[src/rtl/sram_ctrl.sv]
// Initiator-side controller for a single-port synchronous SRAM.
// Valid/ready command stream in, registered read responses out, plus a clear engine.
module sram_ctrl #(
    parameter int                    ADDR_WIDTH    = 8,
    parameter int                    DATA_WIDTH    = 8,
    parameter int                    DEPTH         = 256,
    parameter logic [DATA_WIDTH-1:0] CLEAR_VALUE   = '0,
    parameter bit                    INIT_ON_RESET = 1'b1
) (
    input  logic                  i_clk,
    input  logic                  i_rst_n,
    input  logic                  i_cmd_valid,
    output logic                  o_cmd_ready,
    input  logic                  i_cmd_write,
    input  logic [ADDR_WIDTH-1:0] i_cmd_addr,
    input  logic [DATA_WIDTH-1:0] i_cmd_data,
    output logic                  o_rsp_valid,
    input  logic                  i_rsp_ready,
    output logic [DATA_WIDTH-1:0] o_rsp_data,
    output logic                  o_err,
    input  logic                  i_clear,
    output logic                  o_busy,
    output logic                  o_clear_done,
    output logic [ADDR_WIDTH-1:0] o_mem_addr,
    output logic                  o_mem_write,
    output logic [DATA_WIDTH-1:0] o_mem_data,
    input  logic [DATA_WIDTH-1:0] i_mem_data
);

    localparam int CW = ADDR_WIDTH + 1;
    localparam logic [CW-1:0] LP_DEPTH = CW'(DEPTH);
    localparam logic [CW-1:0] LP_LAST  = CW'(DEPTH - 1);

    typedef enum logic [1:0] {
        ST_IDLE,
        ST_CLEAR,
        ST_DONE
    } state_t;

    state_t                r_state;
    logic                  r_boot;
    logic [CW-1:0]         r_cnt;
    logic                  r_rd_pend;
    logic                  r_rd_s1;
    logic                  r_rd_s2;
    logic                  r_oor_s1;
    logic                  r_oor_s2;
    logic                  r_rsp_valid;
    logic [DATA_WIDTH-1:0] r_rsp_data;
    logic                  r_err;
    logic [ADDR_WIDTH-1:0] r_mem_addr;
    logic                  r_mem_write;
    logic [DATA_WIDTH-1:0] r_mem_data;

    logic w_oor;
    logic w_ready;
    logic w_accept;

    assign w_oor    = {1'b0, i_cmd_addr} >= LP_DEPTH;
    // r_boot holds ready low for the first cycle after reset release
    assign w_ready  = (r_state == ST_IDLE) & ~r_boot & ~r_rd_pend & ~i_clear;
    assign w_accept = i_cmd_valid & w_ready;

    always_ff @(posedge i_clk or negedge i_rst_n) begin
        if (!i_rst_n) begin
            r_state     <= ST_IDLE;
            r_boot      <= 1'b1;
            r_cnt       <= '0;
            r_rd_pend   <= 1'b0;
            r_rd_s1     <= 1'b0;
            r_rd_s2     <= 1'b0;
            r_oor_s1    <= 1'b0;
            r_oor_s2    <= 1'b0;
            r_rsp_valid <= 1'b0;
            r_rsp_data  <= '0;
            r_err       <= 1'b0;
            r_mem_addr  <= '0;
            r_mem_write <= 1'b0;
            r_mem_data  <= '0;
        end else begin
            r_mem_write <= 1'b0;
            r_err       <= 1'b0;
            r_boot      <= 1'b0;
            r_rd_s1     <= 1'b0;
            r_rd_s2     <= r_rd_s1;
            r_oor_s2    <= r_oor_s1;

            if (r_rd_s2) begin
                r_rsp_valid <= 1'b1;
                r_rsp_data  <= r_oor_s2 ? CLEAR_VALUE : i_mem_data;
            end else if (r_rsp_valid && i_rsp_ready) begin
                r_rsp_valid <= 1'b0;
                r_rd_pend   <= 1'b0;
            end

            unique case (r_state)
                ST_IDLE: begin
                    if (r_boot) begin
                        if (INIT_ON_RESET) begin
                            r_state <= ST_CLEAR;
                            r_cnt   <= '0;
                        end
                    end else if (i_clear && !r_rd_pend) begin
                        r_state <= ST_CLEAR;
                        r_cnt   <= '0;
                    end else if (w_accept) begin
                        r_err <= w_oor;
                        if (i_cmd_write) begin
                            if (!w_oor) begin
                                r_mem_write <= 1'b1;
                                r_mem_addr  <= i_cmd_addr;
                                r_mem_data  <= i_cmd_data;
                            end
                        end else begin
                            r_rd_pend <= 1'b1;
                            r_rd_s1   <= 1'b1;
                            r_oor_s1  <= w_oor;
                            if (!w_oor) begin
                                r_mem_addr <= i_cmd_addr;
                            end
                        end
                    end
                end
                ST_CLEAR: begin
                    r_mem_write <= 1'b1;
                    r_mem_addr  <= r_cnt[ADDR_WIDTH-1:0];
                    r_mem_data  <= CLEAR_VALUE;
                    // stop at the last cell; the extra counter bit avoids wrap at full depth
                    if (r_cnt == LP_LAST) begin
                        r_state <= ST_DONE;
                    end else begin
                        r_cnt <= r_cnt + 1'b1;
                    end
                end
                ST_DONE: begin
                    r_state <= ST_IDLE;
                end
                default: begin
                    r_state <= ST_IDLE;
                end
            endcase
        end
    end

    assign o_cmd_ready  = w_ready;
    assign o_rsp_valid  = r_rsp_valid;
    assign o_rsp_data   = r_rsp_data;
    assign o_err        = r_err;
    assign o_busy       = (r_state == ST_CLEAR);
    assign o_clear_done = (r_state == ST_DONE);
    assign o_mem_addr   = r_mem_addr;
    assign o_mem_write  = r_mem_write;
    assign o_mem_data   = r_mem_data;

endmodule
[config.mk]
export PLATFORM = sky130hd
export DESIGN_NAME = sram_ctrl
export DESIGN_NICKNAME = d
export VERILOG_FILES = /design/src/rtl/sram_ctrl.sv
export SDC_FILE = /design/constraint.sdc
export NUM_CORES = 1
export LEC_CHECK = 0
export BUFFER_PORTS_ARGS = -buffer_cell sky130_fd_sc_hd__buf_2
export CAP_MARGIN = 20
export CORE_AREA = 3 3 65 67
export DETAILED_ROUTE_END_ITERATION = 7
export DIE_AREA = 0 0 68 70
export HOLD_SLACK_MARGIN = 0.15
export PLACE_DENSITY = 0.87
export SLEW_MARGIN = 20
export SYNTH_ARGS = -nofsm -noshare
export SYNTH_HDL_FRONTEND = slang
export SYNTH_SLANG_ARGS = --single-unit
[constraint.sdc]
create_clock -name i_clk -period 2.2 [get_ports i_clk]
set_input_delay 0.11 -clock i_clk [delete_from_list [all_inputs] [get_ports i_clk]]
set_output_delay 0.11 -clock i_clk [all_outputs]
set_load 0.1 [all_outputs]
==> parameters.txt <==
Parameter                              Value

STA
  Period Utilization, post-route ... 0.9773
  Pin slew with the least headroom to its limit ... ~0.86 ns
  Total count of hold-check failures in the final report ... 0
  Minimum clock period ... between 2 and 2.5 ns
  Worst-case clock skew ... about 0.0050 ns
  Final number of setup-violating endpoints ... 0
  Headroom to the max-slew limit ... 0.4242
  Hold slack final ... 0.1562 ns
  Achievable Freq ... ~470 MHz
  Count of final max-slew check failures ... 0

Worst setup path
  Critical Path Sink ... r_cnt[7]
  Worst-case reg-to-reg path depth ... 8
  Kind of start point of the critical path ... flip-flop
  Data required time of the critical path ... about 2.4 ns
  Worst Setup Path Type ... reg -> reg
  R2R Path End ... r_cnt[7]
  Delay of the slowest critical-path stage ... ~0.5 ns
  Internal reg-to-reg setup slack ... 0.05 ns
  Setup crit end kind ... flip-flop
  Logic depth of the worst path, buffers included ... 8
  Critical path fanouts, max ... 9
  Slowest CP cell ... sky130_fd_sc_hd__or4_4
  Delay-heaviest family, CP ... simple AND/OR/NAND/NOR gates
  Worst path bufs/invs ... 0
  Arrival time of data at the critical path endpoint ... 2.38 ns
  Worst Setup SP ... r_cnt[0]
  Startpoint of the lowest-slack register-to-register path ... r_cnt[0]
  Ordered list of cells on the worst path ... ha_2 > nand3_1 > nor2_1 > ha_1 > a21o_1 > a21o_4 > or4_4 > a21oi_2

Synth
  Multiplexer fraction of the synthesized cell area ... 0.05594
  Synthesized flop and latch total ... 41
  Post-Syn Area ... between 1500 and 2000 sq um
  Fraction of the yosys area taken by sequential cells ... 0.5670
  Yosys cell types ... 34
  Main combinational cell family by area after synthesis ... compound AO/OA/AOI/OAI gates
  Average instance area after synthesis ... 10.41 sq um
  Count of warnings emitted by yosys ... 0
  Synth area leader ... sky130_fd_sc_hd__dfrtp_1
  Ranking of synthesized cells by area ... sky130_fd_sc_hd__dfrtp_1 (55%), sky130_fd_sc_hd__mux2_2 (5.6%), sky130_fd_sc_hd__nand2_1 (5.2%), sky130_fd_sc_hd__o21ai_0 (3.6%), sky130_fd_sc_hd__a21oi_1 (3.3%)
  Synthesized-area fraction occupied by adder cells ... 0.01381
  Mapped Cells ... about 170
  Share of synthesized cell area in and, or, nand and nor gates ... 0.1575
  Proportion of netlist area held by the largest area contributor ... 0.5525
  Compound-gate portion of the synthesized area ... 0.1588
  Fraction of synthesized cell area in xor and xnor cells ... 0.01450

Finish
  Synthesis-to-layout area growth ... 39.92%
  Antenna diode count ... 0
  Final standard cell count with taps included and fillers excluded ... between 300 and 400
  Nets ... between 200 and 300
  Fraction of final layout cells with drive strength greater than 1 ... 0.3473
  Share of the core filled with cells in the final layout ... 0.6872
  Final Instance Area ... around 2500 sq um

Clock network
  Clock tree from TritonCTS ... built
  Clock tree root driver cell ... sky130_fd_sc_hd__clkbuf_8
  Longest Clk Path Bufs ... 2
  Clock Sink Count ... 41
  H-Tree Level Count ... 2
  Total CTS buffers ... 5
  Clock edge transition at the registers on the reported setup and hold paths ... ~0.070 ns
  Worst-skew pair later-pin latency ... about 0.3 ns

Placement
  Total instance count after detailed placement ... between 200 and 300
  Port bufs ... 58
  RD Place Congestion ... about 0.9
  HPWL after detailed placement ... 3.076 mm
  Placed Area ... 2171 sq um

GRT
  Remaining global-route overflow ... 0
  Number of global-route vias before repair ... 1623
  First-pass GRT wire length ... between 7 and 8 mm
  Maximum number of pins on one net before global-route repair ... 42
  Antenna violations before repair ... 0
  Total global routing track utilization ... 0.2215

Die
  Area inside the core boundary ... ~3700 sq um
  Full die area ... approximately 4800 sq um
  Vertical extent of the die ... roughly 70 um
  Boundary pin count ... 60
  Placement Rows ... 22
  DIE WIDTH ... 68 um
  Starting density of the core ... 0.4912

Pwr
  Leakage dissipation ... around 1.3 nW
  Total Power ... roughly 1.4 mW
  Peak ir drop on the vdd network ... slightly below 0.0003 V
  Total power per unit cell area ... 547.3 nW/um^2

Routing
  Total detailed-routing wirelength ... 4.971 mm
  Number of violations reported at the end of detailed-routing iteration 0 ... 108
  Drc violations ... 0
  Via count ... 1637
  WL per Instance ... 16.04 um
  DRT Pass-1 Iters ... 4
  Via-to-Cell Ratio ... between 5 and 6
  Post-detailed-route count of antenna-violating nets ... 0

Outcome
  Outcome ... complete, no violations

Flow run
  Max capacitance violation total ... 0

Min path
  Class of the tightest hold or removal check ... in -> reg
## power by group
group          internal [mW]  total [mW]  switching (mW)
combinational         0.0482      0.0924          0.0442
sequential             0.755       0.757         0.00164
clock                  0.283       0.539           0.255
total                   1.09        1.39           0.301
## per-stage QoR
| step | setup TNS [ns] | setup WS [ns] |
|---|---|---|
| 2_1_floorplan | 0 | 0.06553 |
| 3_3_place_gp | 0 | 0.1494 |
| 3_5_place_dp | 0 | 0.08585 |
| 4_1_cts | 0 | 0.04764 |
| 5_1_grt | -0.001542 | -0.001542 |
| 6_report | 0 | 0.05003 |
## how the worst min path moves through the flow
stage             startpoint            end  slack [ns]  cells after the start
4_1_cts        i_cmd_data[4]  o_mem_data[4]        0.16                      3
3_5_place_dp         i_rst_n    o_rsp_valid        0.27                      1
6_report       i_cmd_data[3]  o_mem_data[3]        0.16                      3
2_1_floorplan        i_rst_n  o_mem_addr[0]       -0.19                      0
5_1_grt        i_cmd_data[7]  o_mem_data[7]        0.16                      3
3_3_place_gp         i_rst_n  o_rsp_data[0]        0.27                      1
## logic make-up after synthesis
| kind of cell | count (synthesis) |
|---|---|
| and+or+nand+nor | 59 |
| buffers and inverters | 13 |
| muxes | 9 |
| xor gates and xnor gates | 3 |
| adders and majority gates | 2 |
| AOI/OAI and AO/OA | 46 |
| DFF | 41 |
| other | 1 |
## layout make-up
cell class,instances,area (sq um)
Fill cell,265,1154
Sequential cell,41,1027
Multi-Input combinational cell,121,765.7
Timing Repair Buffer,86,558.0
Clock inverter,1,5.005
Inverter,6,22.52
Clock buffer,7,96.34
Tap cell,48,60.06
## registers in the layout, summed over array words and instances (netlist names)
name,flops
r_rd_pend,1
o_rsp_valid,1
r_boot,1
o_mem_write,1
r_state,2
r_cnt,9
o_rsp_data,8
r_rd_s1,1
r_rd_s2,1
o_mem_addr,8
o_mem_data,8
## worst reg2reg max path: cells and delay by family (launching register included)
family	cells	cell delay, ns
flops	1	0.41
fa+ha+maj	2	0.42
compound gates	3	0.59
simple gates	3	0.66
## Yosys cell counts
library cell	n
sky130_fd_sc_hd__nand4_1	1
sky130_fd_sc_hd__clkbuf_1	4
sky130_fd_sc_hd__a21bo_2	1
sky130_fd_sc_hd__a31oi_1	4
sky130_fd_sc_hd__a21boi_0	1
sky130_fd_sc_hd__conb_1	1
sky130_fd_sc_hd__a21oi_1	12
sky130_fd_sc_hd__nor4b_2	1
sky130_fd_sc_hd__nand3b_1	1
sky130_fd_sc_hd__or3_1	2
sky130_fd_sc_hd__nand2b_1	1
sky130_fd_sc_hd__a21o_4	1
sky130_fd_sc_hd__inv_1	6
sky130_fd_sc_hd__nor4b_1	1
sky130_fd_sc_hd__o21ai_0	13
sky130_fd_sc_hd__nor2b_1	1
sky130_fd_sc_hd__mux2_2	9
sky130_fd_sc_hd__dfrtp_1	40
sky130_fd_sc_hd__nand2b_4	1
sky130_fd_sc_hd__or4_1	1
sky130_fd_sc_hd__and3b_1	1
sky130_fd_sc_hd__ha_1	2
sky130_fd_sc_hd__dfstp_2	1
sky130_fd_sc_hd__nor2_1	16
sky130_fd_sc_hd__nand3_1	4
sky130_fd_sc_hd__a22oi_1	8
sky130_fd_sc_hd__a21o_1	2
sky130_fd_sc_hd__o31ai_1	1
sky130_fd_sc_hd__buf_4	1
sky130_fd_sc_hd__a211oi_1	3
sky130_fd_sc_hd__xnor2_1	3
sky130_fd_sc_hd__nand2_1	25
sky130_fd_sc_hd__buf_2	2
sky130_fd_sc_hd__and2_1	3
## per-layer routing
metal / global-route usage / routed length (um) / up-vias
met1: 0.2715 / 1993 / 785
met4: 0.08389 / 116 / 0
met2: 0.3672 / 2599 / 64
met3: 0.05466 / 260 / 12
li1: - / - / 776
met5: 0 / 0 / -
## cells in the final DEF (no fill, tap or decap), types with 2 or more instances in the layout
master	netlist	layout
sky130_fd_sc_hd__buf_2	2	58
sky130_fd_sc_hd__dfrtp_1	40	40
sky130_fd_sc_hd__nand2_1	25	25
sky130_fd_sc_hd__dlygate4sd3_1	0	23
sky130_fd_sc_hd__nor2_1	16	16
sky130_fd_sc_hd__o21ai_0	13	13
sky130_fd_sc_hd__a21oi_1	12	11
sky130_fd_sc_hd__mux2_2	9	9
sky130_fd_sc_hd__a22oi_1	8	8
sky130_fd_sc_hd__clkbuf_8	0	7
sky130_fd_sc_hd__inv_1	6	6
sky130_fd_sc_hd__buf_4	1	5
sky130_fd_sc_hd__a31oi_1	4	4
sky130_fd_sc_hd__nand3_1	4	3
sky130_fd_sc_hd__a211oi_1	3	3
sky130_fd_sc_hd__xnor2_1	3	3
sky130_fd_sc_hd__and2_1	3	2
sky130_fd_sc_hd__a21o_1	2	2
sky130_fd_sc_hd__or3_1	2	2
sky130_fd_sc_hd__conb_1	1	2
## repair_timing
action	4_1_cts	5_1_grt
hold buffers	23	0
endpoints found under the setup margin	0	2
endpoints found under the hold margin	64	0
gates resized for setup	0	5
buffers inserted	0	2
(Power assumes the default switching activity.)
